--- src/rtl/rr_mux_arbiter.sv ---
// -----------------------------------------------------------------------------
// rr_mux_arbiter
//
// Round-robin arbiter and sequencer in front of a shared N-to-1 mux datapath.
// A rotating priority pointer picks the next requester. A bounded hold time
// stops one requester from starving the others while they wait. The block
// drives the mux select, a one-hot grant vector and the selected data word.
//
// Parameters:
//   NREQ     - number of requesters, legal 2..8 (non-power-of-2 allowed).
//   DW       - data width per requester.
//   MAX_HOLD - maximum consecutive grant cycles while another requester
//              waits; 0 means unlimited.
//
// Ports:
//   clk    in   1             rising-edge clock
//   reset  in   1             synchronous, active-high reset
//   req    in   NREQ          request per requester, held until served
//   din    in   NREQ*DW       packed data, requester i at din[i*DW +: DW]
//   gnt    out  NREQ          one-hot grant (registered)
//   sel    out  clog2(NREQ)   binary index of the granted requester (registered)
//   valid  out  1             a grant is active (registered)
//   dout   out  DW            din slice of sel while valid, else 0
//   lock   in   1             only with ARB_LOCK_EN: suppresses preemption
//
// Build option:
//   ARB_LOCK_EN - when defined, adds the lock input. While valid and lock are
//                 both high the hold-time preemption is suppressed. Release
//                 still hands the grant over normally.
// -----------------------------------------------------------------------------
module rr_mux_arbiter #(
    parameter int NREQ     = 8,
    parameter int DW       = 1,
    parameter int MAX_HOLD = 4
) (
    input  logic                    clk,
    input  logic                    reset,
    input  logic [NREQ-1:0]         req,
    input  logic [NREQ*DW-1:0]      din,
    output logic [NREQ-1:0]         gnt,
    output logic [$clog2(NREQ)-1:0] sel,
    output logic                    valid,
    output logic [DW-1:0]           dout
`ifdef ARB_LOCK_EN
    ,
    input  logic                    lock
`endif
);

    // -------------------------------------------------------------------------
    // Widths and constants
    // -------------------------------------------------------------------------
    localparam int SW = $clog2(NREQ);
    // The hold counter needs to reach MAX_HOLD. It stays at least one bit
    // wide so that it exists even when MAX_HOLD is 0 (unlimited).
    localparam int HW = (MAX_HOLD < 1) ? 1 : $clog2(MAX_HOLD + 1);
    // Scan arithmetic holds start + offset, which can reach 2*NREQ-1.
    localparam int CW = SW + 2;

    localparam logic [HW-1:0] HOLD_MAX = HW'(MAX_HOLD);
    localparam logic [CW-1:0] NREQ_C   = CW'(NREQ);
    localparam logic [SW-1:0] PTR_INIT = SW'(NREQ - 1);

    // FSM encoding
    localparam logic [0:0] IDLE  = 1'b0;
    localparam logic [0:0] GRANT = 1'b1;

    // -------------------------------------------------------------------------
    // State
    // -------------------------------------------------------------------------
    logic [0:0]    state;
    logic [SW-1:0] ptr;        // last winner; the scan starts just above it
    logic [HW-1:0] hold_cnt;   // cycles the current owner has held the grant

    // -------------------------------------------------------------------------
    // Winner selection
    //
    // The request vector is rotated so that index (base+1) lands at bit 0.
    // The lowest set bit of the rotated vector is the round-robin winner.
    // Adding the start back and folding modulo NREQ gives the real index.
    // Because the rotation only shifts real req bits, no select code at or
    // above NREQ can ever be produced.
    // -------------------------------------------------------------------------
    logic [SW-1:0]   scan_base;
    logic [CW-1:0]   scan_start;
    logic [NREQ-1:0] req_rot;
    logic [CW-1:0]   rot_off;
    logic            found;
    logic [SW-1:0]   winner;
    logic [NREQ-1:0] winner_oh;

    function automatic logic [SW-1:0] fold_index(input logic [CW-1:0] v);
        logic [CW-1:0] r;
        r = (v >= NREQ_C) ? (v - NREQ_C) : v;
        return SW'(r);
    endfunction

    // In GRANT the scan starts above the current owner. In IDLE it starts
    // above the last winner, which after reset is NREQ-1, so requester 0
    // has top priority on the first arbitration.
    assign scan_base  = (state == GRANT) ? sel : ptr;
    assign scan_start = CW'(scan_base) + CW'(1);
    assign req_rot    = NREQ'({req, req} >> scan_start);
    assign found      = |req;

    always_comb begin
        // NOTE: every variable written here gets a default before the loop, so
        // no path leaves it unassigned and no latch is inferred.
        rot_off = '0;
        // Walk from the top down so that the lowest set bit is written last.
        for (int i = NREQ - 1; i >= 0; i--) begin
            if (req_rot[i]) begin
                rot_off = CW'(i);
            end
        end
    end

    assign winner    = fold_index(scan_start + rot_off);
    assign winner_oh = NREQ'(1) << winner;

    // -------------------------------------------------------------------------
    // Grant bookkeeping
    //
    // While a grant is active, gnt is exactly the one-hot of sel. Masking req
    // with gnt therefore gives the owner's request, and masking with ~gnt
    // gives everyone else's, without indexing req by a variable.
    // -------------------------------------------------------------------------
    logic owner_req;
    logic others_req;
    logic hold_full;
    logic lock_active;
    logic preempt;

    assign owner_req  = |(req & gnt);
    assign others_req = |(req & ~gnt);
    assign hold_full  = (hold_cnt == HOLD_MAX);

`ifdef ARB_LOCK_EN
    assign lock_active = valid & lock;
`else
    assign lock_active = 1'b0;
`endif

    assign preempt = (MAX_HOLD != 0) && hold_full && others_req && !lock_active;

    // -------------------------------------------------------------------------
    // Next-action decode
    //
    // Release is checked before preemption. When the owner drops req in the
    // same cycle that another requester raises it, the newcomer is granted
    // on that edge with no bubble.
    // -------------------------------------------------------------------------
    logic take_grant;
    logic go_idle;

    always_comb begin
        take_grant = 1'b0;
        go_idle    = 1'b0;
        case (state)
            IDLE: begin
                take_grant = found;
            end
            GRANT: begin
                if (!owner_req) begin
                    take_grant = found;
                    go_idle    = !found;
                end else if (preempt) begin
                    take_grant = 1'b1;
                end
            end
            default: begin
                go_idle = 1'b1;
            end
        endcase
    end

    // -------------------------------------------------------------------------
    // Registers
    // -------------------------------------------------------------------------
    always_ff @(posedge clk) begin
        // NOTE: sequential state uses non-blocking assignments only, so every
        // register samples the pre-edge values of its neighbours.
        if (reset) begin
            // NOTE: reset is synchronous and overrides everything, including
            // a grant in progress; no partial grant survives the edge.
            state    <= IDLE;
            ptr      <= PTR_INIT;
            hold_cnt <= '0;
            gnt      <= '0;
            sel      <= '0;
            valid    <= 1'b0;
        end else if (take_grant) begin
            state    <= GRANT;
            ptr      <= winner;
            sel      <= winner;
            gnt      <= winner_oh;
            valid    <= 1'b1;
            hold_cnt <= HW'(1);
        end else if (go_idle) begin
            // sel keeps its last value; only gnt and valid drop.
            state <= IDLE;
            gnt   <= '0;
            valid <= 1'b0;
        end else if ((state == GRANT) && (MAX_HOLD != 0) && !hold_full) begin
            // The counter saturates so that a lone requester, or a locked
            // owner, can be preempted as soon as it becomes possible.
            hold_cnt <= hold_cnt + HW'(1);
        end
    end

    // -------------------------------------------------------------------------
    // Data mux
    //
    // A constant-bounded loop keeps every din slice in range for any NREQ,
    // including non-power-of-2 counts.
    // -------------------------------------------------------------------------
    always_comb begin
        dout = '0;
        for (int i = 0; i < NREQ; i++) begin
            if (valid && (sel == SW'(i))) begin
                dout = din[i*DW +: DW];
            end
        end
    end

endmodule

--- config.mk ---
export PLATFORM = sky130hd
export DESIGN_NAME = rr_mux_arbiter
export DESIGN_NICKNAME = d
export VERILOG_FILES = /design/src/rtl/rr_mux_arbiter.sv
export SDC_FILE = /design/constraint.sdc
export NUM_CORES = 1
export LEC_CHECK = 0
export ABC_AREA = 1
export CORE_UTILIZATION = 50
export CTS_CLUSTER_DIAMETER = 30
export DETAILED_ROUTE_END_ITERATION = 12
export PLACE_DENSITY = 0.79
export SLEW_MARGIN = 25
export SYNTH_ARGS = -nofsm -noshare
export SYNTH_HDL_FRONTEND = slang
export SYNTH_SLANG_ARGS = --single-unit
--- constraint.sdc ---
create_clock -name clk -period 7.8 [get_ports clk]
set_clock_uncertainty 0.05 [all_clocks]
set_input_delay 1.17 -clock clk [delete_from_list [all_inputs] [get_ports clk]]
set_output_delay 1.17 -clock clk [all_outputs]
set_load 0.005 [all_outputs]
* Word-level counts from Yosys, hierarchy flattened
Index checks and enable logic that the tools add are counted.
** Word-level totals
- Output and inout bits :: 13
- Register bits after elaboration :: 18
- Input port bits :: 18
- Word-level logic and storage cells :: 78
** Cells by class
- Equal/unequal tests :: 9
- Reductions and logical operators :: 21
- Mux-type cells :: 30
- Add/subtract/negate cells :: 4
- Shifts and indexed selects :: 2
- Bitwise operators :: 5
- Order comparisons :: 1
** Operators with widths (number)
- 2-to-1 mux 3 bit :: 9
- OR reduction 8 bit :: 3
- 2-to-1 mux 1 bit :: 17
- AND 8 bit :: 2
- 2-to-1 mux 8 bit :: 2
- >> shifter 16 x 4 -> 8 bit :: 1
- == test 3 bit, second input constant :: 5
- logical AND 1 bit :: 10
- inverter 8 bit :: 1
- << shifter 1 x 3 -> 8 bit, first input constant :: 1
- == test 3 x 2 -> 1 bit, second input constant :: 2
- adder 4 x 5 -> 5 bit :: 1
- greater-or-equal comparator 5 x 4 -> 1 bit, second input constant :: 1
- 2-to-1 mux 5 bit :: 1
- adder 3 x 1 -> 4 bit, second input constant :: 1
- AND reduction 2 bit :: 2
- nonzero test 2 bit :: 2
- adder 3 x 1 -> 3 bit, second input constant :: 1
- == test 3 x 1 -> 1 bit, second input constant :: 1
- zero test 3 bit :: 1
- subtractor 3 x 1 -> 3 bit, second input constant :: 1
- zero test 1 bit :: 2
- inequality test 2 bit, second input constant :: 1
- inverter 1 bit :: 2
- 2 further kinds :: 2

* Longest topological paths before layout
- Depth after elaboration :: 16
- Depth in mapped cells :: 23

* Worst setup path after synthesis
No wires, ideal clock.
- Path type :: input -> register
- Start point :: input port req[0]
- End point :: register gnt[5]
- Path buffers :: 0
- Stages :: 20
- Data required time :: 7617 ps
- Arrival :: 3092 ps
- Path slack :: 4524 ps
- Cells stage by stage :: inv_1 -> nand3_1 -> nand3_1 -> nand2_1 -> nand2_1 -> nand2_1 -> a31oi_1 -> o21ai_0 -> nand2_1 -> nand2_1 -> nand2_1 -> ha_1 -> fa_1 -> xor2_1 -> inv_1 -> nand3_2 -> nand2_4 -> inv_4 -> nand2_1 -> a21oi_2
** On the way
- Cells in the longest elaborated chain, start to end :: 14
** Ends and longest elaborated chain
- from (decl) :: RTL line 38 : input logic [NREQ-1:0] req,
- >> shifter 16 x 4 -> 8 bit :: RTL line 103 : assign req_rot = NREQ'({req, req} >> scan_start);
- 2-to-1 mux 3 bit (7 in a row) :: RTL line 112 : if (req_rot[i]) begin
- 2-to-1 mux 5 bit :: RTL line 112
- adder 4 x 5 -> 5 bit :: RTL line 118 : assign winner = fold_index(scan_start + rot_off);
- greater-or-equal comparator 5 x 4 -> 1 bit / subtractor 3 x 1 -> 3 bit (equally long branches) :: RTL line 94 : r = (v >= NREQ_C) ? (v - NREQ_C) : v;
- 2-to-1 mux 3 bit :: RTL line 94
- << shifter 1 x 3 -> 8 bit :: RTL line 119 : assign winner_oh = NREQ'(1) << winner;
- 2-to-1 mux 8 bit :: RTL line 192 : end else if (take_grant) begin
- to (signal assigned) :: RTL line 196 : gnt <= winner_oh;
- to (decl) :: RTL line 40 : output logic [NREQ-1:0] gnt,
Several ways; a longest one is shown, not always the timed one.
A chain may end at the register's enable or synchronous reset.

* Final worst setup path
- Start point :: input port req[4]
- End point :: register gnt[6]
The elaborated chain is that of the path after synthesis.

==> flow_summary.ini <==
[status]
result_of_the_run = finished with violations
violations = DRC

[worst_setup_path]
end_kind = register
worst_r2r_path_depth = 20
critical-path-top-cell-by-count = sky130_fd_sc_hd__nand2_1
crit_path_start_kind = primary input
worst_setup_ep = gnt[6]
reg2reg_to = gnt[6]
crit_path_top_delay_cell = sky130_fd_sc_hd__clkdlybuf4s50_1
cp_cell_sequence = clkdlybuf4s50_1 -> inv_1 -> nand3_1 -> nand3_1 -> nand2_1 -> nand2_1 -> nand2_1 -> a31oi_1 -> o21ai_0 -> nand2_1 -> nand2_1 -> nand2_1 -> ha_1 -> fa_1 -> xor2_1 -> inv_1 -> nand3_2 -> nand2_4 -> inv_4 -> nand2_1 -> a21oi_1
crit_path_kind = in2reg
worst-endpoint-arrival_ns = 4.05
regToRegStartpoint = state
worst-path-max-fanout = 5
critPathRequiredTime_ns = 7.98
setup.reg_to_reg.worst_slack_ns = 4.26
slowest_delay_ns = 0.57
crit_path_start = req[4]

[route]
routed_wirelength_mm = 3.956
met2_wirelength_mm = 1.778
dr.max_layer_used = met4
number_of_drc_violations_after_detailed_routing_iteration_0 = 145
post-route-drc-count = 1
routedWlPerCell_um = 12.48
met3WireLength_um = 189
routed_via_count = 1685
drt-pass1-iter-count = 9
vias_per_cell = 5.315
antenna_violating_nets_post_route = 0
wl_met1_mm = 1.911

[cts]
cts_resized = 0
ctsHoldBuffers = 0
tritoncts = yes
clock_sink_count = 18
h_tree_depth = 1
max-clock-path-buffers = 2
clkSlewWorstSetupHoldPaths_ns = 0.10
cts.root.buffer_cell = sky130_fd_sc_hd__clkbuf_4
cts-buffers-inserted = 3
post-cts-setup-buffers = 0
clk_latency_ns = 0.30

[die]
rows = 19
die-area_sq_mm = 0.003369
core_area_sq_mm = 0.002877
chipWidth_um = 58.04
pin_count = 31
initial_utilization_pct = 54.59
dieHeight_um = 58.04

[placed_design]
dpl.cell_count = 313
buffer_ports.inserted = 30
place.gp.congestion = 0.9333
place.detailed.hpwl_mm = 3.189

[sta]
setup_viol = 0
min_period_ns = 3.864
least_margin_pin_slew_ns = 0.5667
whs_ns = 0.4425
timing_max_transition_violations_final = 0
final_cycle_utilization_of_the_critical_path_pct = 49.54
max_frequency_ghz = 0.2588
totalNegativeSetupSlack_ns = 0
timing.final.hold_violations = 0
worst_slew_margin_rel_pct = 62.10
grt_setup_unrepaired = no

[synth]
ys_ff_latch = 18
seq_area_frac_synth_pct = 22.95
postSynthNetCount = 268
yosys.cell_types.count = 34
post_synth.cell_area_avg_sq_um = 6.383
yosysWarningCount = 0
syn-cell-area_sq_mm = 0.001570
cell_count_after_synthesis = 246

[hold_path]
hold_path_class = reg2reg
hold-path-cell-count = 2

[cells_and_area]
area_growth_pct = 21.67
post_layout_nonfiller_instances = 317
layout.filler_cells = 245
postLayoutCoreUtil_pct = 66.42
post_route_cells_drive_above_1_share_pct = 12.73
finalNetCount = 298
insertedDiodeCount = 0

[global_route]
maximum_number_of_pins_on_one_net_before_global_route_repair = 15
vias_in_the_first_global_route = 1479
globalRouteTotalUtil_pct = 24.98
grt_pass1_wl_mm = 6.541
grt_antenna_before_repair = 0
global_route.overflow_total = 0

[power]
p_int_uw = 365.0
p_sw_share_pct = 51.36
p_leak_uw = 0.0008530
power_per_cell_area_mw_per_mm2 = 392.8
seqPwrFrac_pct = 22.6
ir_worst_vdd_uv = 266.2
clkPwrFrac_pct = 7.8
net-switching-power_uw = 385.4
share_comb_of_total_power_pct = 69.6

[flow_run]
number_of_maximum_capacitance_constraint_violations = 0
[cell usage after synthesis]
| cell | count | area [sq um] |
|---|---|---|
| sky130_fd_sc_hd__a21oi_2 | 4 | 35.03 |
| sky130_fd_sc_hd__inv_6 | 1 | 8.760 |
| sky130_fd_sc_hd__a32o_1 | 2 | 20.02 |
| sky130_fd_sc_hd__nand2_4 | 3 | 33.78 |
| sky130_fd_sc_hd__a31oi_1 | 1 | 6.260 |
| sky130_fd_sc_hd__nand2_8 | 1 | 20.02 |
| sky130_fd_sc_hd__inv_4 | 1 | 6.260 |
| sky130_fd_sc_hd__o21ai_0 | 5 | 25.02 |
| sky130_fd_sc_hd__nand2_1 | 77 | 289.0 |
| sky130_fd_sc_hd__inv_2 | 4 | 15.01 |
| sky130_fd_sc_hd__nor2_2 | 1 | 6.260 |
| sky130_fd_sc_hd__a221oi_1 | 1 | 8.760 |
| sky130_fd_sc_hd__nor2_1 | 10 | 37.54 |
| sky130_fd_sc_hd__o22ai_1 | 6 | 37.54 |
| sky130_fd_sc_hd__a22o_1 | 2 | 17.52 |
| sky130_fd_sc_hd__o21ai_2 | 2 | 17.52 |
| sky130_fd_sc_hd__o21a_1 | 1 | 7.510 |
| sky130_fd_sc_hd__xor2_1 | 1 | 8.760 |
| sky130_fd_sc_hd__dfxtp_1 | 18 | 360.4 |
| sky130_fd_sc_hd__buf_6 | 4 | 45.04 |
| sky130_fd_sc_hd__a21oi_1 | 11 | 55.05 |
| sky130_fd_sc_hd__inv_1 | 23 | 86.33 |
| sky130_fd_sc_hd__o21bai_1 | 1 | 7.510 |
| sky130_fd_sc_hd__clkbuf_1 | 1 | 3.750 |
| sky130_fd_sc_hd__nor4_2 | 1 | 12.51 |
| sky130_fd_sc_hd__nand2_2 | 8 | 50.05 |
| sky130_fd_sc_hd__nand3_1 | 42 | 210.2 |
| sky130_fd_sc_hd__nor3_1 | 2 | 10.01 |
| sky130_fd_sc_hd__nand3_2 | 4 | 40.04 |
| sky130_fd_sc_hd__a211oi_1 | 1 | 7.510 |
| sky130_fd_sc_hd__nor2_4 | 1 | 11.26 |
| sky130_fd_sc_hd__ha_1 | 3 | 37.54 |
| sky130_fd_sc_hd__nand4_1 | 2 | 12.51 |
| sky130_fd_sc_hd__fa_1 | 1 | 20.02 |
[worst max-delay path, delay by kind of cell]
kind | cells | cell delay [ns]
compound gates | 3 | 0.36
fa+ha+maj | 2 | 0.56
simple gates | 11 | 0.90
xor+xnor | 1 | 0.25
buf+inv | 4 | 0.81
[layer usage]
| layer | global-route usage [%] | vias to the layer above |
|---|---|---|
| met5 | 0 | - |
| met4 | 11.22 | 0 |
| met3 | 3.125 | 7 |
| li1 | - | 884 |
| met1 | 34.89 | 736 |
| met2 | 38.42 | 58 |
[worst min-delay path by stage]
stage	startpoint	endpoint	slack (ns)
3_5_place_dp	ptr[2]	ptr[2]	0.42
6_report	hold_cnt[1]	hold_cnt[1]	0.44
5_1_grt	gnt[4]	gnt[4]	0.48
4_1_cts	ptr[2]	ptr[2]	0.44
2_1_floorplan	ptr[2]	ptr[2]	0.38
3_3_place_gp	ptr[2]	ptr[2]	0.42
[layout by cell type (no fill, tap or decap), drive strengths merged, types with 3 or more instances in the layout]
master	instances
nand3	46
clkdlybuf4s50	30
inv	29
o22ai	6
nand2	89
dfxtp	18
o21ai	7
clkbuf	4
a21oi	15
ha	3
nor2	12
[per-stage QoR]
step / setup WS (ns) / power, uW / area, sq um
3_5_place_dp: 3.640 / 685.3 / 1874
5_1_grt: 3.645 / 815.6 / 1911
2_1_floorplan: 4.524 / 543.9 / 1570
3_3_place_gp: 3.710 / 683.8 / 1874
6_report: 3.936 / 750.4 / 1911
4_1_cts: 3.956 / 747.1 / 1911
[layout make-up]
class	instances	area (sq um)	share of cell area [%]
Inverter	29	116.4	6.090
Multi-Input combinational cell	194	1045	54.68
Clock buffer	4	36.28	1.899
Tap cell	42	52.55	2.750
Timing Repair Buffer	30	300.3	15.72
Sequential cell	18	360.3	18.86
[kinds of logic (layout without fill, tap and decap cells)]
group,Yosys count,count (layout),synth area share (%)
xor+xnor,1,1,0.5579
fa+ha+maj,4,4,3.666
flops,18,18,22.95
buf+inv,34,63,10.52
compound gates,37,37,15.62
simple gates,152,152,46.69
[power groups by stage]
stage	logic, uW	registers, uW	clock network [uW]
2_1_floorplan	380	164	0
3_3_place_gp	514	170	0
3_5_place_dp	514	171	0
4_1_cts	518	169	59.7
5_1_grt	578	174	63.5
6_report	523	170	58.3
[state kept, by name, summed over array words and instances, names as in the netlist]
| signal | flops |
|---|---|
| gnt | 8 |
| hold_cnt | 3 |
| ptr | 3 |
| sel | 3 |
| state | 1 |
(Power assumes the default switching activity.)
